`src/rtl/input_pio_irq.sv`:
```
// Avalon-MM input PIO: synchronised, debounced inputs with a W1C edge-capture
// register and a maskable level interrupt. Registered readdata, one-cycle latency.
module input_pio_irq #(
  parameter int WIDTH           = 18,
  parameter int SYNC_STAGES     = 2,
  parameter int DEBOUNCE_CYCLES = 0,
  parameter int EDGE_TYPE       = 0
) (
  input  logic              clk,
  input  logic              reset_n,
  input  logic [1:0]        address,
  input  logic              chipselect,
  input  logic              write_n,
  input  logic [31:0]       writedata,
  input  logic [WIDTH-1:0]  in_port,
  output logic [31:0]       readdata,
  output logic              irq
);

  localparam int N  = (DEBOUNCE_CYCLES < 1) ? 1 : DEBOUNCE_CYCLES;
  localparam int CW = $clog2(N + 1);
  localparam logic [CW-1:0] CNT_LAST = CW'(N - 1);
  localparam logic [CW-1:0] CNT_MAX  = CW'(N);

  typedef enum logic [1:0] {
    ADDR_DATA = 2'd0,
    ADDR_RSVD = 2'd1,
    ADDR_MASK = 2'd2,
    ADDR_EDGE = 2'd3
  } reg_addr_e;

  reg_addr_e          addr_e;
  logic [WIDTH-1:0]   sync_q [SYNC_STAGES];
  logic [WIDTH-1:0]   sync;
  logic [CW-1:0]      cnt [WIDTH];
  logic [WIDTH-1:0]   stable;
  logic [WIDTH-1:0]   load;
  logic [WIDTH-1:0]   edge_set;
  logic [WIDTH-1:0]   edge_clr;
  logic [WIDTH-1:0]   irq_mask;
  logic [WIDTH-1:0]   edge_capture;
  logic [31:0]        rd_next;
  logic               wr_en;
  logic               unused_wdata;

  assign addr_e       = reg_addr_e'(address);
  assign wr_en        = chipselect && !write_n;
  assign sync         = sync_q[SYNC_STAGES-1];
  assign unused_wdata = ^writedata;

  // NOTE: the synchroniser chain is an array of flops, not a RAM, so it is
  // reset like any other register; there is no state left over after release.
  always_ff @(posedge clk or negedge reset_n) begin
    if (!reset_n) begin
      for (int s = 0; s < SYNC_STAGES; s++) sync_q[s] <= '0;
    end else begin
      sync_q[0] <= in_port;
      for (int s = 1; s < SYNC_STAGES; s++) sync_q[s] <= sync_q[s-1];
    end
  end

  // A bit is accepted on the edge where its mismatch has been seen N times in a row.
  always_comb begin
    load = '0;
    for (int i = 0; i < WIDTH; i++)
      load[i] = (sync[i] != stable[i]) && (cnt[i] == CNT_LAST);
  end

  // NOTE: sequential state uses non-blocking assignments so every flop sees
  // the pre-edge values of the others, independent of statement order.
  always_ff @(posedge clk or negedge reset_n) begin
    if (!reset_n) begin
      for (int i = 0; i < WIDTH; i++) cnt[i] <= '0;
      stable <= '0;
    end else begin
      for (int i = 0; i < WIDTH; i++) begin
        if ((sync[i] == stable[i]) || load[i]) cnt[i] <= '0;
        else if (cnt[i] != CNT_MAX)            cnt[i] <= cnt[i] + CW'(1);
      end
      stable <= (stable & ~load) | (sync & load);
    end
  end

  // NOTE: every combinational output gets a default first, so no path through
  // the case statements can leave a value held and infer a latch.
  always_comb begin
    edge_set = '0;
    case (EDGE_TYPE)
      0:       edge_set = load & sync;
      1:       edge_set = load & ~sync;
      default: edge_set = load;
    endcase
  end

  always_comb begin
    edge_clr = '0;
    if (wr_en && (addr_e == ADDR_EDGE)) edge_clr = writedata[WIDTH-1:0];
  end

  // A new edge overrides a same-cycle W1C clear of that bit.
  always_ff @(posedge clk or negedge reset_n) begin
    if (!reset_n) begin
      irq_mask     <= '0;
      edge_capture <= '0;
    end else begin
      if (wr_en && (addr_e == ADDR_MASK)) irq_mask <= writedata[WIDTH-1:0];
      edge_capture <= (edge_capture & ~edge_clr) | edge_set;
    end
  end

  always_comb begin
    rd_next = '0;
    case (addr_e)
      ADDR_DATA: rd_next[WIDTH-1:0] = stable;
      ADDR_MASK: rd_next[WIDTH-1:0] = irq_mask;
      ADDR_EDGE: rd_next[WIDTH-1:0] = edge_capture;
      default:   rd_next = '0;
    endcase
  end

  always_ff @(posedge clk or negedge reset_n) begin
    if (!reset_n) readdata <= '0;
    else          readdata <= rd_next;
  end

  assign irq = |(edge_capture & irq_mask);

endmodule

```
`config.mk`:
```
export PLATFORM = sky130hd
export DESIGN_NAME = input_pio_irq
export DESIGN_NICKNAME = d
export VERILOG_FILES = /design/src/rtl/input_pio_irq.sv
export SDC_FILE = /design/constraint.sdc
export NUM_CORES = 1
export LEC_CHECK = 0
export CAP_MARGIN = 20
export CORE_MARGIN = 2
export CORE_UTILIZATION = 56
export CTS_CLUSTER_DIAMETER = 40
export DETAILED_ROUTE_END_ITERATION = 8
export PLACE_DENSITY_LB_ADDON = 0.2
export SLEW_MARGIN = 20
export SYNTH_ARGS = -nofsm -noshare
export SYNTH_HDL_FRONTEND = slang
export SYNTH_SLANG_ARGS = --single-unit
```
`constraint.sdc`:
```
create_clock -name clk -period 2.6 [get_ports clk]
set_clock_uncertainty 0.05 [all_clocks]
set_input_delay 0.52 -clock clk [delete_from_list [all_inputs] [get_ports clk]]
set_output_delay 0.52 -clock clk [all_outputs]
set_load 0.05 [all_outputs]
```
# Yosys cells after proc, flatten, opt, wreduce, memory -nomap -nowiden
# Cells that the tools add are included.
# classes
n_addsub,18
eq_ne,38
n_mux,38
bitwise_logic,26
reduce_logical,42
# op_table
operator,count
bitwise AND 18 bit,4
case mux 18 bit (3 select lines),1
2-to-1 mux 1 bit,36
NOT 18 bit,2
OR 18 bit,2
logical AND 1 bit,21
"adder 1 bit, second input constant",18
equality test 1 bit,18
logical OR 1 bit,18
2-to-1 mux 18 bit,1
!= test 1 bit,18
NOT 1 bit,18
OR reduction 18 bit,1
"equality test 2 bit, second input constant",2
logical NOT 2 bit,1
logical NOT 1 bit,1
# totals
register_bits,126
in_bits,56
output_inout_bits,33
wordCells,186

# Depth between registers and ports, before layout
# logic_depth
depth_word,7
mapped_depth,7
depth_no_buf,4

# Worst setup path after synthesis
# OpenSTA, ideal clock, no wires.
# synth_path
path_kind,flip-flop to output port
from,register irq_mask[0]
to,output irq
arrival_time_ns,1.395
required_ns,2.030
setup_slack_ns,0.635
stages_incl_launch_ff,5
path_buffers,0
path_cell_list,dfrtp_1 a22o_1 a221oi_1 and3_1 nand4_1
# synth_via
elab_chain_cells,2
# synth_lines
item,line_no,text
from (decl),40,logic [WIDTH-1:0] irq_mask;
from (signal assigned),106,if (wr_en && (addr_e == ADDR_MASK)) irq_mask <= writedata[WIDTH-1:0];
bitwise AND 18 bit,126,assign irq = |(edge_capture & irq_mask);
OR reduction 18 bit,126,
to (decl),17,output logic irq
# Every way passes these cells.

# Final worst setup path
# layout_path
from,register edge_capture[4]
to,output irq
# layout_via
elab_chain_cells,2
# layout_lines
item,line_no,text
from (decl),41,logic [WIDTH-1:0] edge_capture;
from (signal assigned),107,edge_capture <= (edge_capture & ~edge_clr) | edge_set;
bitwise AND 18 bit,126,
OR reduction 18 bit,126,
# Every way passes these cells.

==> results_dict.tcl <==
set metrics [dict create \
    vias 2948 \
    cp_slowest_cell "dfrtp_1" \
    coreArea_sq_mm 0.008258 \
    hold_viol 0 \
    htreeDepth 4 \
    place_area_sq_mm 0.005475 \
    synth_cell_types 24 \
    power_density_mw_per_mm2 872.8 \
    die_height_um 96.48 \
    r2r-end "cnt[17]$_DFF_PN0_" \
    antenna_found_initial 0 \
    post-dp-hpwl_um 5631 \
    grt_max_degree 47 \
    final_cell_mix "126 x dfrtp_1, 70 x nand2_1, 58 x clkdlybuf4s50_1, 19 x and2_1" \
    cp-startpoint "edge_capture[4]$_DFF_PN0_" \
    rsz0062_at_grt "false" \
    slew_headroom_pct 60.25 \
    r2r_slack_ps 1660 \
    period_minus_slack_ps 2494 \
    drt_iter0_drc 99 \
    postCtsSetupBuffers 0 \
    holdPathEnd "sync[5]$_DFF_PN0_" \
    grt.total_usage_pct 22.67 \
    syn_area_sq_mm 0.004790 \
    drv_slew 0 \
    irDropWorstVdd_mv 0.4831 \
    wl_um 9569 \
    synthXorXnorAreaFrac_pct 3.292 \
    synth_top_family_by_area "simple AND/OR/NAND/NOR gates" \
    worst_pin_slew_ps 596.3 \
    grt.overflow.total 0 \
    p_leak_uw 0.002778 \
    start_util_pct 58.00 \
    num-nets-final 496 \
    syn-instance-count 362 \
    holdCritPathClass "register to register" \
    multi_input_area_sq_mm 0.001514 \
    seq_area_sq_mm 0.003153 \
    cap_violations 0 \
    holdPathStages 0 \
    grt_pass1_wl_um 15320 \
    finalSetupTns_ps 0 \
    path_class "register to primary output" \
    cts_made_buffers 17 \
    crit_path_end_kind "primary output" \
    clockRootBuffer "clkbuf_8" \
    synth_compound_area_share_pct 6.740 \
    synth.area.mux_share_pct 9.013 \
    worstHoldStart "sync_q[23]$_DFF_PN0_" \
    fmax_ghz 0.4009 \
    gp_congestion 0.7858 \
    rows 33 \
    fillCellCount 528 \
    final_design_area_no_fill_sq_mm 0.006155 \
    ys_warn_count 0 \
    cts_sinks 126 \
    final_common_cell "dfrtp_1" \
    cp.required_ps 2030 \
    drive_above_1_share_pct 14.57 \
    grt_pass1_vias 3196 \
    start_kind "register" \
    area_growth_pct 28.50 \
    cts_tree "yes" \
    setup_viol 0 \
    firstDrtPassIters 4 \
    synth-seq-cells 126 \
    antennaDiodeCount 0 \
    synth_fa_ha_area_share_pct 0 \
    crit_fanout 3 \
    clock_latency_ps 500 \
    drcViolationCount 0 \
    yosys.area_share.simple_pct 10.97 \
    clock_path_buffers 2 \
    syn_area_per_cell_sq_um 13.23 \
    synth_seq_area_share_pct 65.83 \
    pin_count 89 \
    arrival_ps 1920 \
    crit_chain "a22o_1 > a221oi_2 > and3_4 > nand4_1 > buf_6" \
    fin_crit_sh_pct 95.93 \
    outcome "complete, no violations" \
    die-area_sq_mm 0.009308 \
    reg2regPathDepth 2 \
    clkTransAtPathRegs_ps 60 \
    fp.dieW_um 96.48 \
    post_drt_wl_per_cell_um 17.15 \
    cpPeakStageDelay_ps 410 \
    viasPerCell 5.283 \
    ant_nets 0 \
    port_buffers 60 \
]
## Yosys cell counts
master	n	area share [%]
nand2_1	70	5.5
buf_12	1	0.42
buf_6	3	0.71
mux2_4	10	3.1
dfrtp_1	126	66
nand4_1	1	0.13
and3_1	1	0.13
clkbuf_1	1	0.078
a221oi_1	3	0.55
mux2_2	9	2.1
o21ai_0	18	1.9
and2_1	19	2.5
buf_2	2	0.21
xor2_1	18	3.3
and4bb_1	1	0.26
a22oi_1	3	0.47
nand2b_1	17	2.2
buf_4	17	2.7
a22o_1	4	0.73
o2bb2ai_1	17	3.1
mux2i_1	18	3.8
conb_1	1	0.078
nor2_1	1	0.078
and3b_1	1	0.18
## critical path, delay by kind of cell (launching register included)
family                 cells  cell delay [ps]
and+or+nand+nor            2              370
buffers and inverters      1              200
AOI/OAI and AO/OA          2              440
DFF                        1              410
## power breakdown
| part | internal, uW | switching, uW |
|---|---|---|
| Combinational | 272 | 336 |
| Clock | 1680 | 850 |
| Sequential | 2120 | 118 |
## metrics by stage
stage                     hold WS (ps)  utilization [%]  total power [uW]  instances  setup WS [ps]
after floorplan                  174.4                -              2620        375          635.3
after global placement           281.7            66.30              2831        525          524.5
after CTS                        302.5            74.27              5402        558          34.61
after detailed placement         286.3            66.30              2851        525          503.5
after global routing             303.4            74.53              5563        558          5.413
final                            298.6            74.53              5372        558          105.8
## kinds of logic (layout without fill, tap and decap cells)
family          Yosys count  in the layout
simple gates            111            111
flops                   126            126
mux                      37             37
compound gates           45             45
buf+inv                  24            102
other cells               1             14
xor+xnor                 18             18
## metal layers
layer / wire length [um] / GRT usage, % / vias up
met5: 0 / 0 / -
met4: 136 / 11.62 / 0
met3: 435 / 6.051 / 14
met2: 4955 / 37.79 / 79
met1: 4041 / 27.20 / 1507
li1: - / - / 1348
## worst max path at each step
| stage | end |
|---|---|
| after floorplan | irq |
| after global routing | irq |
| after detailed placement | edge_capture[11]$_DFF_PN0_ |
| after global placement | edge_capture[11]$_DFF_PN0_ |
| final | irq |
| after CTS | irq |
## final cells by class
| type | instances | share of cell area (%) |
|---|---|---|
| clock inverter | 14 | 3.476 |
| tap | 105 | 2.135 |
| timing repair buffer | 70 | 11.61 |
| clock buffer | 18 | 6.953 |
| sequential | 126 | 51.23 |
| multi-input combinational | 225 | 24.60 |
## repair_timing
action,in CTS,in global routing
hold endpoints to repair,43,0
gates resized for setup,1,4
pin swaps,0,1
endpoints found under the setup margin,1,1
cloned,0,0
hold buffers,1,0
Note: power is estimated with default switching activity, not from simulation.
